$ cat src/rtl/wb_master_ctrl.sv
// Wishbone classic master for the core data port: one transaction at a time,
// with byte lanes, err termination and an optional access timeout.
module wb_master_ctrl #(
  parameter int ADDR_W  = 32,
  parameter int DATA_W  = 32,
  parameter int TIMEOUT = 255,
  localparam int SEL_W  = DATA_W / 8,
  localparam int CNT_W  = (TIMEOUT > 0) ? $clog2(TIMEOUT + 1) : 1
) (
  input  logic              clk,
  input  logic              rst_n,
  input  logic              d_read_en,
  input  logic              d_write_en,
  input  logic [ADDR_W-1:0] d_addr,
  input  logic [DATA_W-1:0] d_write_data,
  input  logic [SEL_W-1:0]  d_sel,
  output logic [DATA_W-1:0] d_data_out,
  output logic              done_o,
  output logic              err_o,
  output logic              busy_o,
  input  logic [DATA_W-1:0] wbm_dat_i,
  input  logic              wbm_ack_i,
  input  logic              wbm_err_i,
  output logic [DATA_W-1:0] wbm_dat_o,
  output logic [ADDR_W-1:0] wbm_adr_o,
  output logic [SEL_W-1:0]  wbm_sel_o,
  output logic              wbm_we_o,
  output logic              wbm_cyc_o,
  output logic              wbm_stb_o
);

  typedef enum logic {IDLE, WAIT} state_t;

  localparam logic [CNT_W-1:0] CNT_LAST = CNT_W'(TIMEOUT - 1);

  state_t           state, state_d;
  logic             rd_r, wr_r;
  logic             rd_start, wr_start;
  logic             launch, finish_ok, finish_err;
  logic [CNT_W-1:0] cnt;

  assign rd_start = d_read_en & ~rd_r;
  assign wr_start = d_write_en & ~wr_r;
  assign busy_o   = (state == WAIT);

  always_ff @(posedge clk or negedge rst_n) begin
    if (!rst_n) state <= IDLE;
    else        state <= state_d;
  end

  always_comb begin
    state_d    = state;
    launch     = 1'b0;
    finish_ok  = 1'b0;
    finish_err = 1'b0;
    case (state)
      IDLE: begin
        if (wr_start || rd_start) begin
          launch  = 1'b1;
          state_d = WAIT;
        end
      end
      WAIT: begin
        // err beats ack, and either beats a timeout expiring on the same edge
        if (wbm_err_i)                            finish_err = 1'b1;
        else if (wbm_ack_i)                       finish_ok  = 1'b1;
        else if (TIMEOUT != 0 && cnt == CNT_LAST) finish_err = 1'b1;
        if (finish_ok || finish_err) state_d = IDLE;
      end
      default: state_d = IDLE;
    endcase
  end

  always_ff @(posedge clk or negedge rst_n) begin
    if (!rst_n) begin
      rd_r       <= 1'b0;
      wr_r       <= 1'b0;
      cnt        <= '0;
      d_data_out <= '0;
      done_o     <= 1'b0;
      err_o      <= 1'b0;
      wbm_dat_o  <= '0;
      wbm_adr_o  <= '0;
      wbm_sel_o  <= '0;
      wbm_we_o   <= 1'b0;
      wbm_cyc_o  <= 1'b0;
      wbm_stb_o  <= 1'b0;
    end else begin
      rd_r   <= d_read_en;
      wr_r   <= d_write_en;
      done_o <= finish_ok | finish_err;
      err_o  <= finish_err;

      if (state == WAIT && !(finish_ok || finish_err)) cnt <= cnt + CNT_W'(1);
      else                                             cnt <= '0;

      // a simultaneous read edge is dropped: we follows the write edge
      if (launch) begin
        wbm_adr_o <= d_addr;
        wbm_sel_o <= d_sel;
        wbm_we_o  <= wr_start;
        wbm_cyc_o <= 1'b1;
        wbm_stb_o <= 1'b1;
        if (wr_start) wbm_dat_o <= d_write_data;
      end

      if (finish_ok || finish_err) begin
        wbm_cyc_o <= 1'b0;
        wbm_stb_o <= 1'b0;
        wbm_we_o  <= 1'b0;
      end

      if (finish_ok && !wbm_we_o) d_data_out <= wbm_dat_i;
    end
  end

endmodule
$ cat config.mk
export PLATFORM = sky130hd
export DESIGN_NAME = wb_master_ctrl
export DESIGN_NICKNAME = d
export VERILOG_FILES = /design/src/rtl/wb_master_ctrl.sv
export SDC_FILE = /design/constraint.sdc
export NUM_CORES = 1
export LEC_CHECK = 0
export BUFFER_PORTS_ARGS = -buffer_cell sky130_fd_sc_hd__buf_4
export CORE_UTILIZATION = 52
export CTS_BUF_LIST = sky130_fd_sc_hd__clkbuf_8
export DETAILED_ROUTE_END_ITERATION = 7
export PLACE_DENSITY = 0.85
export SLEW_MARGIN = 40
export SYNTH_ARGS = -nofsm -noshare
export SYNTH_HDL_FRONTEND = slang
export SYNTH_SLANG_ARGS = --single-unit
$ cat constraint.sdc
create_clock -name clk -period 3.7 [get_ports clk]
set_input_delay 0.185 -clock clk [delete_from_list [all_inputs] [get_ports clk]]
set_output_delay 0.185 -clock clk [all_outputs]
set_load 0.02 [all_outputs]
Yosys cells after proc, flatten, opt, wreduce, memory -nomap -nowiden
Cells that the tools add are included.

Flip-flop bits (word level): 115. Input port bits: 106. Output and inout port bits: 106. Word-level logic and storage cells: 47.

Add/sub/neg operators: 1. Equal/unequal tests: 1. Mux-type cells: 18. Bitwise logic cells: 6. Reduce and logical (&&, ||, !) cells: 9.

Operators by type and width (number): 2-to-1 mux 1 bit (16); adder 8 x 1 -> 8 bit, second input constant (1); equality test 8 bit, second input constant (1); 2-to-1 mux 8 bit (1); logical OR 1 bit (3); NOT 1 bit (3); AND 1 bit (2); logical AND 1 bit (2); logical NOT 1 bit (2); case mux 1 bit (2 select lines) (1); AND reduction 2 bit (1); nonzero test 2 bit (1); bitwise OR 1 bit (1).

Depth between registers and ports, before layout
Depth in word-level cells: 10. Depth in mapped cells: 5. Gate-level depth less buffers: 5.

Least setup slack after synthesis
OpenSTA, ideal clock, no wires.

Path type: reg-to-reg. Start: reg state (netlist: busy_o). End: reg d_data_out[0]. Library setup time: 0.125 ns. Arrival: 1.399 ns. Setup slack: 2.176 ns. Cell stages (with the launch flop): 6. Path buffers: 3. Cell sequence: dfrtp_1 -> buf_6 -> nor4bb_4 -> buf_6 -> buf_12 -> mux2_4.

Cells in the longest elaborated chain, start to end: 2.

Ends and longest elaborated chain: start: declaration (line 36) `state_t state, state_d;`; start signal: assignment (line 48) `else state <= state_d;`; 2-to-1 mux 1 bit (line 56) `case (state)`; logical AND 1 bit (line 113) `if (finish_ok && !wbm_we_o) d_data_out <= wbm_dat_i;`; end signal: assignment (line 113); end: declaration (line 17) `output logic [DATA_W-1:0] d_data_out,`.

No other way between the ends. A chain may end at the register's enable or synchronous reset.

Worst setup path in the final report
Start: reg state (netlist: busy_o). End: reg wbm_dat_o[9].

Cells in the longest elaborated chain, start to end: 2.

Ends and longest elaborated chain: 2-to-1 mux 1 bit (line 56); AND reduction 2 bit (no source line); end signal: assignment (line 104) `if (wr_start) wbm_dat_o <= d_write_data;`; end: declaration (line 24) `output logic [DATA_W-1:0] wbm_dat_o,`.

No other way between the ends.

==> results by group <==
Critical path
  – Reg2reg start: busy_o
  – R2R Setup Slk: 1660 ps
  – CP required: 3990 ps
  – Critical-path cell list: nor2_2 -> buf_4 -> mux2_2
  – CP arrival: 2330 ps
  – Crit Path Category: flop to flop
  – Max FO, Critical Path: 23
  – R2R depth: 3
  – Reg2reg end: wbm_dat_o[9]
  – Crit path largest cell delay: 540 ps
  – Critical Path Source: busy_o
  – CP max stage cell: nor2_2
  – Critical Path Start Type: flop
  – Crit. End Element: flop
  – Crit path to: wbm_dat_o[9]

STA
  – FMAX: 490 MHz
  – Relative max-transition margin: 54.2%
  – Slew Limit Fails: 0
  – Fin. Hold Viols: 0
  – RSZ-0062 raised after global routing: false
  – Setup TNS: 0 ps
  – Worst Max-Slew Pin Slew: 687 ps
  – Fin crit period: 2040 ps
  – Clock Skews: 9.79 ps
  – Final-report setup violation count: 0
  – Final Hold Slack: 23.8 ps
  – Period utilisation layout: 55.1%

Synthesis
  – Mux share of post-synthesis cell area: 26.9%
  – Cell with the most instances after synthesis: dfrtp_1
  – Seq/Total Area, Yosys: 62.5%
  – Mapped Nets: 382
  – Mapped Cells: 274
  – Synth area leader: dfrtp_1
  – Count of cell types in the netlist: 36
  – Fraction of registers with async set/reset: 100%
  – Post-synth top flop: dfrtp_1
  – Syn. warnings: 0
  – Synthesized area per cell: 16.8 um^2
  – Post-synthesis adder-cell area fraction: 0.543%
  – Post-synthesis simple-gate area fraction: 3.80%
  – Mapped Area: 4610 um^2
  – Synth Area in Compound Gates: 2.31%
  – Post-Synth XOR/XNOR Area: 0.380%
  – Number of flops mapped to enable cells by yosys: 0
  – Combinational family with the most area after synthesis: multiplexers
  – Yosys reg bits: 115
  – Largest cells by area after synthesis: dfrtp_1 (62%), mux2_2 (16%), mux2_4 (9.8%)
  – Synth cell count leaders: dfrtp_1 (115), mux2_2 (66), mux2_4 (30)
  – Post-synth top area share: 62.5%

Routing
  – Vias after detailed routing: 3802
  – Vias/cell: 5.35
  – First DRT Iteration DRCs: 185
  – Routed length on met3: 1.09 mm
  – First drt pass iteration count: 4
  – DRT met1 WL: 5.57 mm
  – WL final: 15.7 mm
  – Met2 Wirelength: 8.44 mm
  – Top sig layer: met4
  – DRC: 0
  – Wire per inst: 22.1 um
  – ANT nets after route: 0

Placement
  – Port Buffers: 211
  – Hpwl dp: 7.96 mm
  – Placer congestion estimate: 0.781

Pwr
  – LEAKAGE: 3.65 nW
  – Switching Fraction: 32.2%
  – Clock network fraction of total power: 29.1%
  – Net switching power: 1.62 mW
  – Cell Pwr Density: 653 nW/um^2
  – Int Power: 3.41 mW
  – Peak VDD IR: 0.369 mV
  – Combinational power share: 34.4%
  – Flop pwr share: 36.4%

Cells and area
  – # nets final: 701
  – Share of cells above drive strength 1: 57.9%
  – ANT cells: 0
  – Layout area overhead: 67.1%

Clock tree
  – Clock Tree Root: clkbuf_8
  – CTS buffer count: 17
  – Clock Pin Slew Worst Setup and Hold Paths: 70 ps
  – H-tree levels: 4
  – CTS tree: done
  – TritonCTS Sinks: 115
  – Post CTS Setup Buffer Count: 0
  – Worst skew pair latency: 410 ps
  – Clock buffer depth: 2

Floorplan
  – I/O pin count: 212
  – Num rows: 33
  – Chip width: 96.1 um
  – Core area: 8380 um^2
  – Initial Utilization: 55.0%
  – Die Y: 96.1 um
  – Full die area: 9240 um^2

GRT
  – Total grt overflow: 0
  – Antenna violations before repair: 0
  – GRT Total Usage: 34.9%
  – Number of global-route vias before repair: 4242
  – First-pass GRT wire length: 23.0 mm
  – Largest net degree at the start of global routing: 80

Worst hold path
  – Hold crit path type: input pin to flop

Flow run
  – Max-cap violations: 0

Outcome
  – Status: complete, no violations
[what timing repair did]
action | CTS | global route
setup endpoints to repair | 0 | 0
endpoints found under the hold margin | 172 | 0
gates resized for setup | 0 | 0
hold buffers | 96 | 0
[worst min path at each step]
stage,startpoint,end,slack [ps],cells past startpoint
2_1_floorplan,rst_n,busy_o,-110,0
3_3_place_gp,d_read_en,rd_r,310,1
3_5_place_dp,rst_n,d_data_out[12],270,1
4_1_cts,d_write_data[3],wbm_dat_o[3],0.7,2
5_1_grt,d_write_data[31],wbm_dat_o[31],10,2
6_report,d_addr[11],wbm_adr_o[11],20,2
[worst max-delay path: cells and delay by family, from the launching register on]
family                 cells  cell delay (ps)
buffers and inverters      1              430
flip-flops                 1              530
AND/OR/NAND/NOR            1              540
multiplexers               1              410
[logic make-up after synthesis]
| family | Yosys count |
|---|---|
| xor+xnor | 2 |
| fa+ha+maj | 2 |
| flops | 115 |
| simple gates | 25 |
| compound gates | 15 |
| buf+inv | 15 |
| mux | 100 |
[power groups by stage]
stage | clock [mW] | combinational [mW] | sequential [mW]
final | 1.46 | 1.73 | 1.83
after global routing | 1.52 | 1.80 | 1.86
after CTS | 1.46 | 1.67 | 1.78
after detailed placement | 0 | 1.58 | 1.80
after global placement | 0 | 1.55 | 1.77
after floorplan | 0 | 0.450 | 2.19
[per-layer routing]
layer	global-route usage (%)	vias to the layer above
met2	63.6	219
met4	18.8	0
met3	7.03	49
met1	38.0	1919
li1	-	1615
met5	0	-
[cells in the final DEF (no fill, tap or decap), types with 3 or more instances in the layout]
cell / count
mux2_4: 30
buf_4: 214
nand2_1: 4
mux2_2: 66
mux2_1: 4
bufinv_16: 6
a31oi_1: 4
nor2_1: 6
dfrtp_1: 115
clkbuf_8: 20
nand3_1: 3
dlygate4sd3_1: 96
clkinvlp_4: 3
[stage by stage]
| step | total power, mW | setup WS (ps) | cells | util [%] | cell area [um^2] |
|---|---|---|---|---|---|
| 2_1_floorplan | 2.63 | 2180 | 274 | - | 4610 |
| 3_3_place_gp | 3.32 | 1730 | 581 | 74.0 | 6200 |
| 3_5_place_dp | 3.39 | 1750 | 583 | 74.4 | 6230 |
| 4_1_cts | 4.92 | 1740 | 711 | 91.8 | 7700 |
| 5_1_grt | 5.18 | 1600 | 711 | 91.8 | 7700 |
| 6_report | 5.02 | 1660 | 711 | 91.8 | 7700 |
[registers in the layout, indices dropped and copies added (netlist names), 4 cells and up]
register    count
d_data_out     32
wbm_sel_o       4
wbm_adr_o      32
wbm_dat_o      32
cnt             8
[layout make-up]
type,instances,area [um^2]
multi-input combinational,144,1570
inverter,2,7.51
tap,105,131
timing repair buffer,313,2610
clock inverter,12,225
clock buffer,20,275
fill,287,686
sequential,115,2880
Note: power is estimated with default switching activity, not from simulation.
